File: src/rtl/proc_dispatcher.sv
// Packet dispatcher: buffers packet addresses in a FIFO, hands each one to an idle
// proc lane round-robin, reports completions lowest-lane-first, and grants a quiescent config window.
module proc_dispatcher #(
  parameter int NUM_PROC   = 4,
  parameter int FIFO_DEPTH = 8,
  parameter int ADDR_W     = 32
) (
  input  logic                               clk,
  input  logic                               rst,
  input  logic                               pkt_valid_i,
  input  logic [ADDR_W-1:0]                  pkt_addr_i,
  output logic                               pkt_ready_o,
  output logic [NUM_PROC-1:0]                proc_start_o,
  output logic [NUM_PROC*ADDR_W-1:0]         proc_pkt_addr_o,
  input  logic [NUM_PROC-1:0]                proc_ready_i,
  output logic                               done_valid_o,
  output logic [ADDR_W-1:0]                  done_addr_o,
  output logic [$clog2(NUM_PROC)-1:0]        done_proc_o,
  input  logic                               cfg_req_i,
  output logic                               cfg_grant_o,
  output logic [$clog2(FIFO_DEPTH+1)-1:0]    fifo_count_o
);

  localparam int LANE_W = $clog2(NUM_PROC);
  localparam int PTR_W  = $clog2(FIFO_DEPTH);
  localparam int CNT_W  = $clog2(FIFO_DEPTH+1);
  localparam logic [CNT_W-1:0]  FULL_CNT  = CNT_W'(FIFO_DEPTH);
  localparam logic [LANE_W:0]   NUM_LANES = (LANE_W+1)'(NUM_PROC);
  localparam logic [LANE_W-1:0] LAST_LANE = LANE_W'(NUM_PROC-1);

  typedef enum logic [2:0] {
    L_IDLE,
    L_START,
    L_RUN,
    L_REPORT,
    L_RELEASE
  } lane_state_t;

  logic [ADDR_W-1:0] fifo_mem_q [FIFO_DEPTH];
  logic [PTR_W-1:0]  wr_ptr_q, rd_ptr_q;
  logic [CNT_W-1:0]  count_q;
  logic              push, pop;
  logic [ADDR_W-1:0] fifo_head;

  lane_state_t       state_q [NUM_PROC];
  logic [ADDR_W-1:0] addr_q  [NUM_PROC];
  logic [NUM_PROC-1:0] start_q;
  logic [NUM_PROC-1:0] lane_idle;
  logic                all_idle;

  logic [LANE_W-1:0] rr_q;
  logic [LANE_W:0]   cand;
  logic [LANE_W-1:0] cand_lane;
  logic              disp_found;
  logic [LANE_W-1:0] disp_lane;
  logic              dispatch_en;

  logic              cmp_found;
  logic [LANE_W-1:0] cmp_lane;

  logic              done_valid_q;
  logic [ADDR_W-1:0] done_addr_q;
  logic [LANE_W-1:0] done_proc_q;
  logic              cfg_grant_q;

  assign pkt_ready_o = (count_q < FULL_CNT);
  assign push        = pkt_valid_i & pkt_ready_o;
  assign pop         = dispatch_en;
  assign fifo_head   = fifo_mem_q[rd_ptr_q];

  // Storage carries no reset; occupancy and pointers alone decide what is valid.
  always_ff @(posedge clk) begin
    if (push) begin
      fifo_mem_q[wr_ptr_q] <= pkt_addr_i;
    end
  end

  always_ff @(posedge clk or posedge rst) begin
    if (rst) begin
      wr_ptr_q <= '0;
      rd_ptr_q <= '0;
      count_q  <= '0;
    end else begin
      if (push) begin
        wr_ptr_q <= wr_ptr_q + PTR_W'(1);
      end
      if (pop) begin
        rd_ptr_q <= rd_ptr_q + PTR_W'(1);
      end
      case ({push, pop})
        2'b10:   count_q <= count_q + CNT_W'(1);
        2'b01:   count_q <= count_q - CNT_W'(1);
        default: count_q <= count_q;
      endcase
    end
  end

  always_comb begin
    for (int i = 0; i < NUM_PROC; i++) begin
      lane_idle[i] = (state_q[i] == L_IDLE);
    end
  end

  assign all_idle = &lane_idle;

  // Round-robin search: first idle lane at or after rr_q, wrapping modulo NUM_PROC.
  always_comb begin
    cand       = '0;
    cand_lane  = '0;
    disp_found = 1'b0;
    disp_lane  = '0;
    for (int k = 0; k < NUM_PROC; k++) begin
      cand = {1'b0, rr_q} + (LANE_W+1)'(k);
      if (cand >= NUM_LANES) begin
        cand = cand - NUM_LANES;
      end
      cand_lane = cand[LANE_W-1:0];
      if (!disp_found && lane_idle[cand_lane]) begin
        disp_found = 1'b1;
        disp_lane  = cand_lane;
      end
    end
  end

  assign dispatch_en = disp_found & (count_q != '0) & ~cfg_req_i & ~cfg_grant_q;

  // Scanning downward lets the lowest-indexed reporting lane overwrite the others.
  always_comb begin
    cmp_found = 1'b0;
    cmp_lane  = '0;
    for (int i = NUM_PROC-1; i >= 0; i--) begin
      if (state_q[i] == L_REPORT) begin
        cmp_found = 1'b1;
        cmp_lane  = LANE_W'(i);
      end
    end
  end

  // Lane FSMs; start stays high through REPORT so the proc parks in DONE until released.
  always_ff @(posedge clk or posedge rst) begin
    if (rst) begin
      for (int i = 0; i < NUM_PROC; i++) begin
        state_q[i] <= L_IDLE;
        addr_q[i]  <= '0;
        start_q[i] <= 1'b0;
      end
    end else begin
      for (int i = 0; i < NUM_PROC; i++) begin
        case (state_q[i])
          L_IDLE: begin
            if (dispatch_en && (disp_lane == LANE_W'(i))) begin
              state_q[i] <= L_START;
              addr_q[i]  <= fifo_head;
              start_q[i] <= 1'b1;
            end
          end
          L_START: begin
            state_q[i] <= L_RUN;
          end
          L_RUN: begin
            if (proc_ready_i[i]) begin
              state_q[i] <= L_REPORT;
            end
          end
          L_REPORT: begin
            if (cmp_found && (cmp_lane == LANE_W'(i))) begin
              state_q[i] <= L_RELEASE;
              start_q[i] <= 1'b0;
            end
          end
          L_RELEASE: begin
            state_q[i] <= L_IDLE;
          end
          default: begin
            state_q[i] <= L_IDLE;
            start_q[i] <= 1'b0;
          end
        endcase
      end
    end
  end

  always_ff @(posedge clk or posedge rst) begin
    if (rst) begin
      rr_q         <= '0;
      done_valid_q <= 1'b0;
      done_addr_q  <= '0;
      done_proc_q  <= '0;
      cfg_grant_q  <= 1'b0;
    end else begin
      if (dispatch_en) begin
        rr_q <= (disp_lane == LAST_LANE) ? '0 : disp_lane + LANE_W'(1);
      end
      done_valid_q <= cmp_found;
      done_addr_q  <= cmp_found ? addr_q[cmp_lane] : '0;
      done_proc_q  <= cmp_found ? cmp_lane : '0;
      cfg_grant_q  <= cfg_req_i & all_idle;
    end
  end

  always_comb begin
    proc_pkt_addr_o = '0;
    for (int i = 0; i < NUM_PROC; i++) begin
      proc_pkt_addr_o[i*ADDR_W +: ADDR_W] = addr_q[i];
    end
  end

  assign proc_start_o = start_q;
  assign done_valid_o = done_valid_q;
  assign done_addr_o  = done_addr_q;
  assign done_proc_o  = done_proc_q;
  assign cfg_grant_o  = cfg_grant_q;
  assign fifo_count_o = count_q;

endmodule
File: config.mk
export PLATFORM = sky130hd
export DESIGN_NAME = proc_dispatcher
export DESIGN_NICKNAME = d
export VERILOG_FILES = /design/src/rtl/proc_dispatcher.sv
export SDC_FILE = /design/constraint.sdc
export NUM_CORES = 1
export LEC_CHECK = 0
export CAP_MARGIN = 20
export CORE_MARGIN = 2
export CORE_UTILIZATION = 55
export DETAILED_ROUTE_END_ITERATION = 8
export HOLD_SLACK_MARGIN = 0.06
export PLACE_DENSITY_LB_ADDON = 0.2
export SYNTH_ARGS = -nofsm -noshare
export SYNTH_HDL_FRONTEND = slang
export SYNTH_SLANG_ARGS = --single-unit
export TNS_END_PERCENT = 10
File: constraint.sdc
create_clock -name clk -period 7.3 [get_ports clk]
set_clock_uncertainty 0.1 [all_clocks]
set_input_delay 1.46 -clock clk [delete_from_list [all_inputs] [get_ports clk]]
set_output_delay 1.46 -clock clk [all_outputs]
set_load 0.02 [all_outputs]
==> impl_results.md, run 1 <==
- RSZ-0062 raised after global routing: no
- Layout net count: 1288
- WL final: 40.7 mm
- Std-Cell Core Area: roughly 32000 sq um
- PostCTS Resize Cnt: 0
- First drt pass iteration count: 5
- Pwr Density: 458 nW/um^2
- Area Growth Syn to Fin: 22.4%
- Fin crit period: about 3800 ps
- Wire per inst: between 20 and 25 um
- Simple-Gate Fraction of Synth Area: 5.09%
- Crit path capture type: flip-flop
- Met3 Usage GRT: 3.75%
- Status: finished, final reports clean
- Starting Density: 55.5%
- Gp weighted congestion: between 0.8 and 0.9
- Total grt overflow: 0
- First-pass GRT wire length: a little over 60 mm
- Synthesized flop and latch total: 448
- Post-route ant nets: 0
- Number of vias per cell: 5.99
- Hold crit path type: reg -> reg
- Clock Path Buffers: 3
- Max Fclk: around 260 MHz
- VDD IR max: roughly 0.23 mV
- Core Rows: 66
- Share of layout cells above drive strength 1: 26.6%
- Clock Sinks: about 450
- Fillcell total: 2216
- Vias: 10.3k
- Worst-Margin Slew: 1020 ps
- Synthesized area: 18000 sq um
- Mux contribution to synthesized area: 18.4%
- Die area: 34100 sq um
- Synth Area in XOR/XNOR: 0.341%
- Complex-gate fraction of the synthesized area: 3.85%
- Startpoint Class: input port
- CTS root buffer: clkbuf_16
- Avg Inst Size Synth: roughly 17 sq um
- Hold_buf cts: 0
- Global routing usage on met2: around two fifths
- FFs w/ async S/R, synth: 42.9%
- Main combinational cell family by area after synthesis: multiplexers
- Num CTS Buffers: 45
- Largest net degree at the start of global routing: 147
- Post-Synth Adder-Cell Area: less than 1%
- Setup TNS: 0 ps
- Pins Over Slew Limit: 0
- Maxcap violations: 0
- Seq/Total Area, Yosys: 69.6%
- Slew margin rel.: 32.2%
- Critical path required time: 7610 ps
- Count of cell types in the netlist: 52
- Postcts setup bufs: 0
- Syn Nets: 1074
- Hpwl dp: 24.5 mm
- DRT iter0 DRCs: between 1k and 1.5k
- # setup viols final: 0
- H-Tree Depth: 2
- GRT Util Overall: 24.3%
- Arr. time, crit path: 4130 ps
- Period utilization: 52.3%
- CTS tree: built
- WHS: 405 ps
- Ys flop type: edfxtp_1
- CP max FO: 10
- Number of top-level pins: 213
- IO Port Bufs: between 200 and 250
- Final hold vios: 0
- Chip width: approximately 180 um
- Initial antenna violation count: 0
- Leak: 0.00808 uW
- EDFF count, synth: 256
- Yosys warning total: 0
- Synth Instances: 1026
- Clock-pin slew on the worst setup and hold paths: 60 ps
- Setup Crit Path Kind: in -> reg
- Met1 GRT Util: 35.6%
- DIE HEIGHT: 185 um
- Clk_lat worst skew: 560 ps
- DRC violations left: 0
- Top Usage Layer GRT: met2
- Vias in the first global route: 10.2k
-- final cells by class --
type                            count  area, sq um  area share [%]
Antenna cell                        2         5.00          0.0228
Clock buffer                       58         1240            5.62
Clock inverter                     25          245            1.12
Inverter                           11         48.8           0.222
Multi-Input combinational cell    503         5110            23.3
Sequential cell                   448        12500            56.9
Tap cell                          442          553            2.52
Timing Repair Buffer              231         2280            10.4
-- where the power goes --
group	internal, uW	switching, uW
Combinational	1910	2010
Sequential	3290	563
Clock	1340	939
Total	6550	3510
-- kinds of logic after synthesis --
family                     after synthesis
DFF                                    448
muxes                                  228
and+or+nand+nor                        163
AOI/OAI and AO/OA                       97
buffers and inverters                   75
adders and majority gates                8
xor gates and xnor gates                 7
-- per-stage QoR --
step	std cells	util (%)	instance area, sq um	setup WS, ps	power (uW)
3_5_place_dp	1634	63.2	20500	3000	7820
4_1_cts	1717	67.8	21900	3560	10100
3_3_place_gp	1634	63.2	20500	3070	7730
6_report	1720	67.9	22000	3480	10100
2_1_floorplan	1026	-	18000	513	6210
5_1_grt	1718	67.9	22000	3360	10500
-- final timing paths --
kind	startpoint	to	slack, ps	depth (start not counted)
max	cfg_req_i	fifo_count_o[3]	3480	9
max in group asynchronous	rst	rd_ptr_q[0]	4520	4
min reg2reg	state_q[2]	state_q[0]	400	1
min in group asynchronous	rst	proc_pkt_addr_o[20]	1100	2
max reg2reg	state_q[7]	proc_pkt_addr_o[125]	3730	6
min	state_q[2]	state_q[0]	400	1
-- worst max-delay path, stage by stage --
cell and delay (ps):
clkdlybuf4s50_1 420, nor2_1 350, and2_4 330, and2_4 220, ha_1 370, a21oi_1 110
nand4b_1 240, o22ai_1 190, or4b_1 430
-- Yosys cell counts (all sizes together) (4+ instances only) --
library cell / count / area, sq um
a21oi: 43 / 215
a221o: 32 / 320
and2: 4 / 30.0
buf: 28 / 223
clkbuf: 36 / 136
dfrtp: 192 / 4800
edfxtp: 256 / 7690
ha: 8 / 100
inv: 9 / 33.8
mux2: 164 / 1850
mux4: 64 / 1440
nand2: 50 / 188
nand3: 11 / 97.6
nand4: 37 / 231
nor2: 20 / 75.1
nor3: 12 / 65.1
nor4: 4 / 25.0
o21ai: 7 / 35.0
xnor2: 5 / 43.8
-- state kept, by name, summed over array words and instances (netlist names) --
signal	cells
rd_ptr_q	3
fifo_mem_q	256
done_addr_o	32
state_q	12
rr_q	2
proc_start_o	4
cfg_grant_o	1
wr_ptr_q	3
done_valid_o	1
fifo_count_o	4
done_proc_o	2
proc_pkt_addr_o	128
-- routing by layer --
layer | wire, um | part of all wire (%)
met1 | 17700 | 43
met5 | 0 | 0
met4 | 817 | 2.0
met2 | 19300 | 48
met3 | 2830 | 7.0
-- layout by cell type, fill, tap and decap left out, types with 4 or more instances in the layout --
cell type        count
clkbuf_16           46
a21oi_1             43
nand4_1             37
clkbuf_1             8
dfrtp_1            190
a221o_1             32
buf_4               18
bufinv_16            4
ha_1                 8
nand3_1              7
clkdlybuf4s50_1    212
edfxtp_1           256
nand2_1             50
nor3_2               5
xnor2_1              5
inv_1                8
clkinv_2            10
mux4_2              64
nor3_1               7
clkbuf_8             4
mux2_2             162
nor2_1              16
o21ai_0              7
clkinv_1             8
No activity file was read; power rests on OpenSTA's default activity.
==> inputs of run 2 (changes only) <==
clock period = 3.6 ns   (was 7.3 ns; I/O delays follow)
==> run 2 against run 1 <==
  * Register-to-register slack got worse by 3200 ps
  * Die area did not move
  * Total power grew 100%
  * Sequential power up 100%
  * First-iteration DRC count fell by 33%
  * Critical path depth fell by 3
  * Design area increased by 0.96%
  * Combinational power grew 110%
  * Final cell count up 0.64%
==> impl_results.md, run 2 (same netlist as run 1, synthesis figures left out) <==
- Status: finished, final reports clean
- Maxcap violations: 0 (unchanged)
- Cell count along the critical path: 6 (-3)
- Gate power share: 40.0% (+1.0 points)
- Setup Crit Path Kind: reg -> reg
- Leak: 0.00816 uW (+0.97%)
- Crit-path leading delay family: simple AND/OR/NAND/NOR gates
- Clock-pin slew on the worst setup and hold paths: 60 ps (about the same)
- Top reg by flops: fifo_mem_q
- Fin util: 68.6% (+0.65 points)
- Switching part of the total: 34.8% (-0.15 points)
- Max reg flops: 256 (unchanged)
- Int Pwr: 13300 uW (+100%)
- Post-Layout Cell Count: 1731 (+0.64%)
- Clk_lat worst skew: 540 ps (-20 ps)
- VDD IR max: 0.433 mV (+91%)
- Wire per inst: 23.2 um (-1.9%)
- Slew margin rel.: 43.6% (+11 points)
- IO Port Bufs: 212 (unchanged)
- RSZ-0062 raised after global routing: no
- Max Fclk: 321 MHz
- Most common cell after layout, fill and taps aside: edfxtp_1
- RR Startpoint: state_q[4]
- Area Growth Syn to Fin: 23.6%
- Period utilization: just under 90%
- Initial antenna violation count: 1 (+1)
- Starting Density: 55.5% (unchanged)
- # setup viols final: 0 (unchanged)
- Number of top-level pins: 213 (unchanged)
- CTS root buffer: clkbuf_16
- Layout net count: 1300 (+0.93%)
- Number of vias per cell: 5.93 (-0.96%)
- Number of diodes: 0 (-2)
- Clock group share of total power: 22.1% (-0.6 points)
- Startpoint Class: flip-flop
- Final instance area: 22200 sq um (+0.96%)
- CP max-delay cell: nor3_1
- Critical Path, Cell by Cell: nor3_1, a211oi_1, inv_1, ha_1, nand3_4, mux2_2
- Vias in the first global route: 10.2k (+0.56%)
- DRT iter0 DRCs: 735 (-33%)
- Post-route ant nets: 0 (unchanged)
- CP max FO: 33 (+23)
- Num CTS Buffers: 46 (+2.2%)
- Fin crit period: 3120 ps
- Die area: 34100 sq um (unchanged)
- Total grt overflow: 0 (unchanged)
- R2R depth: 6 (unchanged)
- Core Rows: 66 (unchanged)
- First drt pass iteration count: 5 (unchanged)
- Critical Path End: proc_pkt_addr_o[18]
- GRT Util Overall: 24.0% (-0.34 points)
- Postcts setup bufs: 0 (unchanged)
- Arr. time, crit path: 3430 ps (-700 ps)
- DIE HEIGHT: 185 um (unchanged)
- PostCTS Resize Cnt: 0 (unchanged)
- Gp weighted congestion: 0.851 (+4.5%)
- Final hold vios: 0 (unchanged)
- CP bufs+invs: 1 (unchanged)
- Pwr Density: 919 nW/um^2 (+100%)
- Commonest non-fill, non-tap cells in the layout: edfxtp_1, clkdlybuf4s50_1, dfrtp_1
- DRC violations left: 0 (unchanged)
- Hpwl dp: 25.0 mm (+2.2%)
- NetSw: 7090 uW (+100%)
- First-pass GRT wire length: 61.3 mm (-1.2%)
- Largest net degree at the start of global routing: 60 (-59%)
- H-Tree Depth: 2 (unchanged)
- Vias: 10.3k (-0.33%)
- Hold crit path type: reg -> reg
- Crit path capture type: flip-flop
- Worst-Margin Slew: 844 ps (-172 ps)
- Clock Path Buffers: 3 (unchanged)
- Hold path depth: 1 (unchanged)
- Dpl cells: 1646 (+0.73%)
- Chip width: 185 um (unchanged)
- WL final: 40.1 mm (-1.3%)
- Share of layout cells above drive strength 1: 27.0% (+0.43 points)
- Seq pwr share: 37.9% (-0.5 points)
- Flop2flop setup slack: 480 ps (-3250 ps)
- Hold_buf cts: 0 (unchanged)
- Critical Path Source: state_q[4]
- Std-Cell Core Area: 32400 sq um (unchanged)
- Post-DP Area: 20700 sq um (+1.2%)
- Clock Sinks: 448 (unchanged)
- Pins Over Slew Limit: 0 (unchanged)
- Critical path required time: 3910 ps (-3700 ps)
- Delay of the slowest cell on the worst path: 710 ps (+280 ps)
- CTS tree: built
- Reg-to-Reg End: proc_pkt_addr_o[18]
## run 2: power groups by stage
stage / sequential, uW / combinational (uW) / clock (uW)
finish: 7740 / 8160 / 4500
global route: 7890 / 8670 / 4810
CTS: 7720 / 8190 / 4600
detailed placement: 7810 / 8150 / 0
global placement: 7790 / 8010 / 0
floorplan: 8460 / 4130 / 0
## run 2: layout make-up
type	instances	area (sq um)
tap	442	553
clock buffer	68	1390
inverter	11	45.0
sequential	448	12500
clock inverter	17	81.3
timing repair buffer	242	2510
fill	2220	10200
multi-input combinational	503	5120
## run 2: per-layer routing
layer,vias up,wire (um),GRT usage [%]
met5,-,16,0
met4,2,880,6.60
li1,4496,-,-
met2,404,18800,37.2
met1,5292,17400,35.0
met3,70,3010,5.00
## run 2: metrics by stage
step / total power, uW / TNS, ps / hold WS [ps] / worst slack (ps)
global placement: 15800 / 0 / 392 / 491
global route: 21400 / 0 / 426 / 263
detailed placement: 16000 / 0 / 388 / 458
CTS: 20500 / 0 / 396 / 530
floorplan: 12600 / -75040 / 352 / -1190
finish: 20400 / 0 / 400 / 483
## run 2: worst min-delay path by stage
stage / from / endpoint / slack [ps]
5_1_grt: state_q[2] / state_q[0] / 430
2_1_floorplan: state_q[2] / state_q[0] / 350
3_3_place_gp: state_q[2] / state_q[0] / 390
3_5_place_dp: state_q[2] / state_q[0] / 390
4_1_cts: state_q[2] / state_q[0] / 400
6_report: state_q[2] / state_q[0] / 400
